File: config.mk
export PLATFORM = sky130hd
export DESIGN_NAME = neuron_mac_array
export DESIGN_NICKNAME = d
export VERILOG_FILES = /design/src/rtl/neuron_mac_array.sv
export SDC_FILE = /design/constraint.sdc
export NUM_CORES = 2
export LEC_CHECK = 0
export BUFFER_PORTS_ARGS = -buffer_cell sky130_fd_sc_hd__buf_4
export CORE_AREA = 2 2 357 359
export DETAILED_ROUTE_END_ITERATION = 12
export DIE_AREA = 0 0 359 361
export PLACE_DENSITY = 0.7
export SYNTH_ARGS = -nofsm -noshare
export SYNTH_HDL_FRONTEND = slang
export SYNTH_SLANG_ARGS = --single-unit
export TNS_END_PERCENT = 20
File: constraint.sdc
create_clock -name clk -period 22 [get_ports clk]
set_input_delay 1.1 -clock clk [delete_from_list [all_inputs] [get_ports clk]]
set_output_delay 1.1 -clock clk [all_outputs]
set_load 0.1 [all_outputs]
File: src/rtl/neuron_mac_array.sv
`default_nettype none
// ============================================================================
// Module      : neuron_mac_array
// Description : LANES parallel fixed-point neurons sharing one streamed
//               activation per beat. Each lane multiply-accumulates
//               data_i * weight_k on top of a per-lane bias. It then
//               rescales with round-half-up, applies linear/ReLU/leaky-ReLU
//               and saturates the result to N bits. Valid/ready on both sides.
// Ports       : clk, rst_n (async, active low)
//               act_sel                  activation select, taken on first beat
//               in_valid/in_ready        input beat handshake
//               in_first/in_last         vector delimiters
//               data_i, weight_i, bias_i activation, per-lane weights/biases
//               out_valid/out_ready      result handshake
//               out_data, out_sat, out_len   held result, clamp flags, beat count
//               err_o/err_clr            sticky protocol error and its clear
// Revision    : 1.0 - initial release
// ============================================================================
module neuron_mac_array #(
    parameter int N          = 16,
    parameter int LANES      = 4,
    parameter int ACC_WIDTH  = 40,
    parameter int FRAC       = 8,
    parameter int LEAK_SHIFT = 3,
    parameter int CNT_W      = 16
) (
    input  logic                         clk,
    input  logic                         rst_n,
    input  logic [1:0]                   act_sel,
    input  logic                         in_valid,
    output logic                         in_ready,
    input  logic                         in_first,
    input  logic                         in_last,
    input  logic [N-1:0]                 data_i,
    input  logic [LANES*N-1:0]           weight_i,
    input  logic [LANES*ACC_WIDTH-1:0]   bias_i,
    output logic                         out_valid,
    input  logic                         out_ready,
    output logic [LANES*N-1:0]           out_data,
    output logic [LANES-1:0]             out_sat,
    output logic [CNT_W-1:0]             out_len,
    output logic                         err_o,
    input  logic                         err_clr
);

    // Clamp bounds expressed at the post-shift working width.
    localparam logic signed [ACC_WIDTH:0] c_MAX = {{(ACC_WIDTH+2-N){1'b0}}, {(N-1){1'b1}}};
    localparam logic signed [ACC_WIDTH:0] c_MIN = {{(ACC_WIDTH+2-N){1'b1}}, {(N-1){1'b0}}};

    typedef enum logic [0:0] {
        ST_IDLE = 1'b0,
        ST_ACC  = 1'b1
    } state_t;

    state_t               r_state;
    state_t               w_state_next;
    logic [CNT_W-1:0]     r_cnt;
    logic [CNT_W-1:0]     w_cnt_next;
    logic [1:0]           r_act;
    logic [1:0]           w_act;
    logic                 w_beat;
    logic                 w_accept;
    logic                 w_emit;
    logic                 w_err_set;
    logic                 r_out_valid;
    logic [LANES*N-1:0]   r_out_data;
    logic [LANES-1:0]     r_out_sat;
    logic [CNT_W-1:0]     r_out_len;
    logic                 r_err;
    logic [LANES*N-1:0]   w_lane_out;
    logic [LANES-1:0]     w_lane_sat;

    // The result register can take a new result if empty or draining now.
    assign in_ready  = !r_out_valid || out_ready;
    assign w_beat    = in_valid && in_ready;
    // In IDLE only a beat that opens a vector does anything.
    assign w_accept  = w_beat && (in_first || (r_state == ST_ACC));
    assign w_emit    = w_accept && in_last;
    assign w_err_set = w_beat && (r_state == ST_IDLE) && !in_first;
    // The activation of a single-beat vector must use this beat's act_sel.
    assign w_act     = in_first ? act_sel : r_act;

    always_comb begin
        w_state_next = r_state;
        w_cnt_next   = r_cnt;
        if (w_accept) begin
            w_state_next = in_last ? ST_IDLE : ST_ACC;
            if (in_first) begin
                w_cnt_next = CNT_W'(1);
            end else if (r_cnt != {CNT_W{1'b1}}) begin
                w_cnt_next = r_cnt + CNT_W'(1);
            end
        end
    end

    always_ff @(posedge clk or negedge rst_n) begin
        if (!rst_n) begin
            r_state <= ST_IDLE;
            r_cnt   <= '0;
            r_act   <= 2'd0;
        end else begin
            r_state <= w_state_next;
            r_cnt   <= w_cnt_next;
            if (w_accept && in_first) begin
                r_act <= act_sel;
            end
        end
    end

    generate
        for (genvar k = 0; k < LANES; k++) begin : g_lane
            logic signed [N-1:0]         w_data_s;
            logic signed [N-1:0]         w_wt;
            logic signed [2*N-1:0]       w_prod;
            logic signed [ACC_WIDTH-1:0] w_prod_ext;
            logic signed [ACC_WIDTH-1:0] w_acc_base;
            logic signed [ACC_WIDTH-1:0] w_acc_next;
            logic signed [ACC_WIDTH-1:0] r_acc;
            logic signed [ACC_WIDTH:0]   w_acc_wide;
            logic signed [ACC_WIDTH:0]   w_r;
            logic signed [ACC_WIDTH:0]   w_leak;
            logic signed [ACC_WIDTH:0]   w_a;
            logic                        w_sat;
            logic [N-1:0]                w_res;

            assign w_data_s   = data_i;
            assign w_wt       = weight_i[k*N +: N];
            assign w_prod     = w_data_s * w_wt;
            assign w_prod_ext = ACC_WIDTH'(w_prod);
            assign w_acc_base = in_first ? $signed(bias_i[k*ACC_WIDTH +: ACC_WIDTH]) : r_acc;
            // Wraps modulo 2^ACC_WIDTH by construction.
            assign w_acc_next = w_acc_base + w_prod_ext;
            // One guard bit so the rounding add cannot overflow.
            assign w_acc_wide = (ACC_WIDTH+1)'(w_acc_next);

            if (FRAC > 0) begin : g_round
                localparam logic signed [ACC_WIDTH:0] c_HALF = (ACC_WIDTH+1)'(1) << (FRAC-1);
                assign w_r = (w_acc_wide + c_HALF) >>> FRAC;
            end else begin : g_no_round
                assign w_r = w_acc_wide;
            end

            assign w_leak = w_r >>> LEAK_SHIFT;

            always_comb begin
                w_a = w_r;
                if (w_r < 0) begin
                    if (w_act == 2'd1) begin
                        w_a = '0;
                    end else if (w_act == 2'd2) begin
                        w_a = w_leak;
                    end
                end
            end

            always_comb begin
                w_sat = 1'b0;
                w_res = w_a[N-1:0];
                if (w_a > c_MAX) begin
                    w_sat = 1'b1;
                    w_res = {1'b0, {(N-1){1'b1}}};
                end else if (w_a < c_MIN) begin
                    w_sat = 1'b1;
                    w_res = {1'b1, {(N-1){1'b0}}};
                end
            end

            assign w_lane_out[k*N +: N] = w_res;
            assign w_lane_sat[k]        = w_sat;

            always_ff @(posedge clk or negedge rst_n) begin
                if (!rst_n) begin
                    r_acc <= '0;
                end else if (w_accept) begin
                    r_acc <= w_acc_next;
                end
            end
        end
    endgenerate

    always_ff @(posedge clk or negedge rst_n) begin
        if (!rst_n) begin
            r_out_valid <= 1'b0;
            r_out_data  <= '0;
            r_out_sat   <= '0;
            r_out_len   <= '0;
        end else if (w_emit) begin
            // A new result may load in the same cycle the old one drains.
            r_out_valid <= 1'b1;
            r_out_data  <= w_lane_out;
            r_out_sat   <= w_lane_sat;
            r_out_len   <= w_cnt_next;
        end else if (r_out_valid && out_ready) begin
            r_out_valid <= 1'b0;
        end
    end

    always_ff @(posedge clk or negedge rst_n) begin
        if (!rst_n) begin
            r_err <= 1'b0;
        end else if (err_clr) begin
            r_err <= 1'b0;
        end else if (w_err_set) begin
            r_err <= 1'b1;
        end
    end

    assign out_valid = r_out_valid;
    assign out_data  = r_out_data;
    assign out_sat   = r_out_sat;
    assign out_len   = r_out_len;
    assign err_o     = r_err;

endmodule
`default_nettype wire

* After elaboration in Yosys (flattened, before gate mapping)
Cells that the tools add are included.
Widths: inputs -> output; s select.
** Word-level totals
- Input bits :: 249
- Word-level logic and storage cells :: 95
- Flip-flop bits (word level) :: 265
** Cells by class
- $lt $le $gt $ge :: 12
- Reductions and logical operators :: 13
- Add/subtract/negate cells :: 9
- Equality and inequality tests :: 3
- $mul :: 4
- Bitwise gates (word level) :: 1
- Multiplexer cells :: 41
** Operator list (number)
- $mux 41 :: 8
- $mux 16 :: 11
- $add 40x9->41 const B :: 4
- $gt 41x16->1 const B :: 4
- $lt 41x16->1 const B :: 4
- $add 40x32->40 :: 4
- $mux 40 :: 4
- $lt 33x1->1 const B :: 4
- $mul 16x16->32 :: 4
- $mux 32 :: 4
- $add 16x1->16 const B :: 1
- $ne 16x16->1 const B :: 1
- $mux 1 :: 13
- $logic_and 1x1->1 :: 7
- $reduce_bool 2->1 :: 2
- $eq 2x1->1 const B :: 1
- $eq 2x2->1 const B :: 1
- $logic_not 1->1 :: 2
- $logic_or 1x1->1 :: 2
- $mux 2 :: 1
- $not 1->1 :: 1

* Depth between registers and ports, before layout
- Word-level depth :: 9
- Depth in mapped cells :: 37
- Depth with buffers taken out :: 30

* Worst setup path after synthesis
No wires, ideal clock.
- Path type :: input to register
- Start :: input data_i[15]
- End :: register r_out_data[55], in the netlist out_data[55]
- Arrival :: 10.202 ns
- Library setup time :: 0.126 ns
- Path buffers :: 5
- Setup slack :: 11.672 ns
- Data required time :: 21.874 ns
- Stages :: 33
- Cells stage by stage :: clkbuf_1 clkbuf_1 clkbuf_1 nand2_1 fa_1 inv_1 fa_1 inv_1 fa_1 inv_1 fa_1 fa_1 inv_1 fa_1 inv_1 ha_1 clkbuf_1 a21oi_1 o21ai_0 a21boi_0 o21bai_1 mux2_2 nor4_1 nand3_1 or4_1 or4_1 xnor2_1 o221ai_1 or4b_1 nor3_1 nor3_1 buf_2 a221o_1
** Between the ends
- Cells in the longest elaborated chain, start to end :: 9
** Ends and longest elaborated chain
- start: declaration :: RTL line 34 : input logic [N-1:0] data_i,
- $mul 16x16->32 * :: RTL line 128 : assign w_prod = w_data_s * w_wt;
- $add 40x32->40 * :: RTL line 132 : assign w_acc_next = w_acc_base + w_prod_ext;
- $add 40x9->41 * :: RTL line 138 : assign w_r = (w_acc_wide + c_HALF) >>> FRAC;
- branches (longest 2 deep; another with $lt 33x1->1)
- $mux 41 * :: RTL line 147 : if (w_r < 0) begin
- $lt 41x16->1 :: RTL line 162 : end else if (w_a < c_MIN) begin
- $mux 16 :: RTL line 162
- $mux 16 * :: RTL line 159 : if (w_a > c_MAX) begin
- end signal: assignment :: RTL line 190 : r_out_data <= w_lane_out;
- end: declaration :: RTL line 66 : logic [LANES*N-1:0] r_out_data;
Mark *: on every way between the ends.
A chain may end at the register's enable or synchronous reset.

* Worst setup path after layout
- Start :: input data_i[15]
- End :: register r_out_data[43], in the netlist out_data[43]
Same word-level chain as after synthesis.

==> flow_summary.toml <==
[status]
status = "finished clean"

[min_path]
hold_path_end = "g_lane[3].r_acc[23]"
hold_path_startpoint = "g_lane[3].r_acc[23]"
hp-class = "reg2reg"
hold_depth = 2

[drt]
dr.pass1.iters = 9
wl_per_cell_um = 19.7
ant_nets = 0
drt_iter0_markers = 3558
drc_errors = 0
routed_wl_mm = 188
routed-via-count = 53547
via_per_inst = 5.63

[synthesis]
ys_seq_area_share_pct = 9.66
synthMuxAreaShare_pct = 2.83
yosys.area.top_type = "fa_1"
synth_xor_area_share_pct = 3.38
post-synth-top-area-fraction_pct = 38.5
yosysWarnings = 0
synth_top_family_by_area = "adder cells"
ys_top_cells_by_area = "fa_1 (39%), dfrtp_1 (9.7%), inv_1 (8.9%), ha_1 (8.5%), nand2_1 (6.1%)"
ys.flop_type = "dfrtp_1"
ys_async_sr_fraction_pct = 100
yosysUniqueCellTypes = 113
synth_fp_nets = 9825
synthAdderAreaFrac_pct = 47.0
synth_cells = 7791
synth-compound-area-share_pct = 9.40
yosys.area_share.simple_pct = 16.7
syn_area_mm2 = 0.0686
syn_area_per_cell_um2 = 8.81
synth-seq-cells = 265
synth-edff-count = 0

[clock_tree]
clk_latency_ps = 600
cts_tree = "built"
cts_root_buffer = "clkbuf_16"
clockBufferDepth = 3
path_clk_slew_ps = 60
cts_resized = 0
cts_buffers = 37
postCtsSetupBuffers = 0
cts_max_level = 2
cts.sinks = 265
holdBufCountCts = 0

[layout]
nFillCells = 11202
seqCellArea_mm2 = 0.00663
multi_input_area_mm2 = 0.0545
areaGrowthSynthToFinish_pct = 6.92
layout_commonest_cell = "inv_1"
fin_nets = 9869
fin_cells = 9513
final_cell_mix = "inv_1 (1,624), fa_1 (1,320), nand2_1 (1,107)"
drive_above_1_share_pct = 8.76

[grt]
gr-total-overflow = 0
grt_pass1_vias = 56529
track_usage_pct = 29.5
antenna_found_initial = 21
grt_start_max_net_pins = 181
grt_pass1_wl_mm = 305

[placement]
dp_hpwl_mm = 151
io_buffers = 335
dp_slack_ps = 10470
gp_congestion = 0.913
placed_cells = 9446

[sta]
fin_crit_sh_pct = 50.6
setup_violations = 0
rsz0062_at_grt = "false"
tns_ps = 0
fin_skew_ps = 23.7
slew_headroom_pct = 21.5
post-route-min-period_ps = 11130
drv_slew = 0
setup_slack_ps = 10870
finalHoldViolations = 0
worst_pin_slew_ps = 1170
fmax_mhz = 89.9

[floorplan]
dieArea_mm2 = 0.130
num_rows = 130
die_h_um = 361
ios = 336
die_w_um = 359
start_util_pct = 54.7
core_mm2 = 0.125

[worst_setup_path]
arrival_ps = 11660
worstReg2RegEnd = "out_data[1]"
cpMaxStageDelayCell = "a2111oi_1"
crit_family = "adder cells"
reg2reg_slack_ps = 12530
path_class = "in2reg"
worstRegToRegCells = 25
worstSetupStartpointType = "primary input"
critPathMaxFanout = 47
crit_buf_inv = 7
endpoint_kind = "flip-flop"
cp.required_ps = 22530
cpPeakStageDelay_ps = 740
reg2reg_from = "g_lane[0].r_acc[15]"

[job]
max-cap-violations = 0
-- synth_stat cells (58+ instances only) --
library cell     n
xnor2_1        169
inv_1         1624
clkbuf_1       300
nor2_1         263
xor2_1          96
o21ai_0        231
nand2_1       1108
nand3_1         89
dfrtp_1        265
a21o_1          58
a21oi_1        177
nor3_1          85
mux2_2         161
and2_1         489
fa_1          1320
ha_1           465
o22ai_1         61
-- cell families (layout without fill, tap and decap cells) --
| kind of cell | count (synthesis) | count (layout) |
|---|---|---|
| buffers and inverters | 1990 | 2060 |
| AOI/OAI and AO/OA | 940 | 940 |
| muxes | 174 | 174 |
| DFF | 265 | 265 |
| xor gates and xnor gates | 265 | 265 |
| and+or+nand+nor | 2372 | 2372 |
| adders and majority gates | 1785 | 1785 |
| other | 0 | 2 |
-- sequential cells by signal, indices dropped and copies added (netlist names) --
register,flops
g_lane.r_acc,160
r_state,1
err_o,1
out_valid,1
out_len,16
r_cnt,16
r_act,2
out_data,64
out_sat,4
-- metrics by stage --
| step | area, µm² | utilization (%) | hold WS (ps) |
|---|---|---|---|
| 4_1_cts | 73400 | 58.5 | 474 |
| 3_3_place_gp | 72100 | 57.5 | 448 |
| 6_report | 73400 | 58.5 | 471 |
| 5_1_grt | 73400 | 58.5 | 487 |
| 2_1_floorplan | 68600 | - | 435 |
| 3_5_place_dp | 72100 | 57.5 | 459 |
-- worst max path at each step --
stage,slack (ps),cells past startpoint,end,from
final,10870,29,out_data[43],data_i[15]
after CTS,11060,29,out_data[1],data_i[15]
after floorplan,11670,33,out_data[55],data_i[15]
after global placement,10680,29,out_data[39],data_i[15]
after global routing,10280,29,out_data[34],data_i[15]
after detailed placement,10470,29,out_data[1],data_i[15]
-- final cells by class --
class,instances,share of cell area (%)
clock buffer,42,1.34
tap,1650,2.81
timing repair buffer,371,3.83
sequential,265,9.04
inverter,1624,8.31
multi-input combinational,5536,74.3
antenna,2,0.00682
clock inverter,23,0.360
-- tightest hold or removal path: cells and delay by family, from the launching register on --
family	cells	cell delay, ps
flip-flops	1	340
AND/OR/NAND/NOR	2	100
-- layer usage --
layer,GRT usage (%),vias up,part of all wire [%]
li1,-,24376,-
met1,39.6,27148,42
met2,49.6,1677,48
met3,4.97,322,6.8
met4,8.14,24,2.9
met5,0,-,0.078
Power is not shown: default switching activity piles up to over one toggle a cycle in this logic, so the estimate is an artifact.
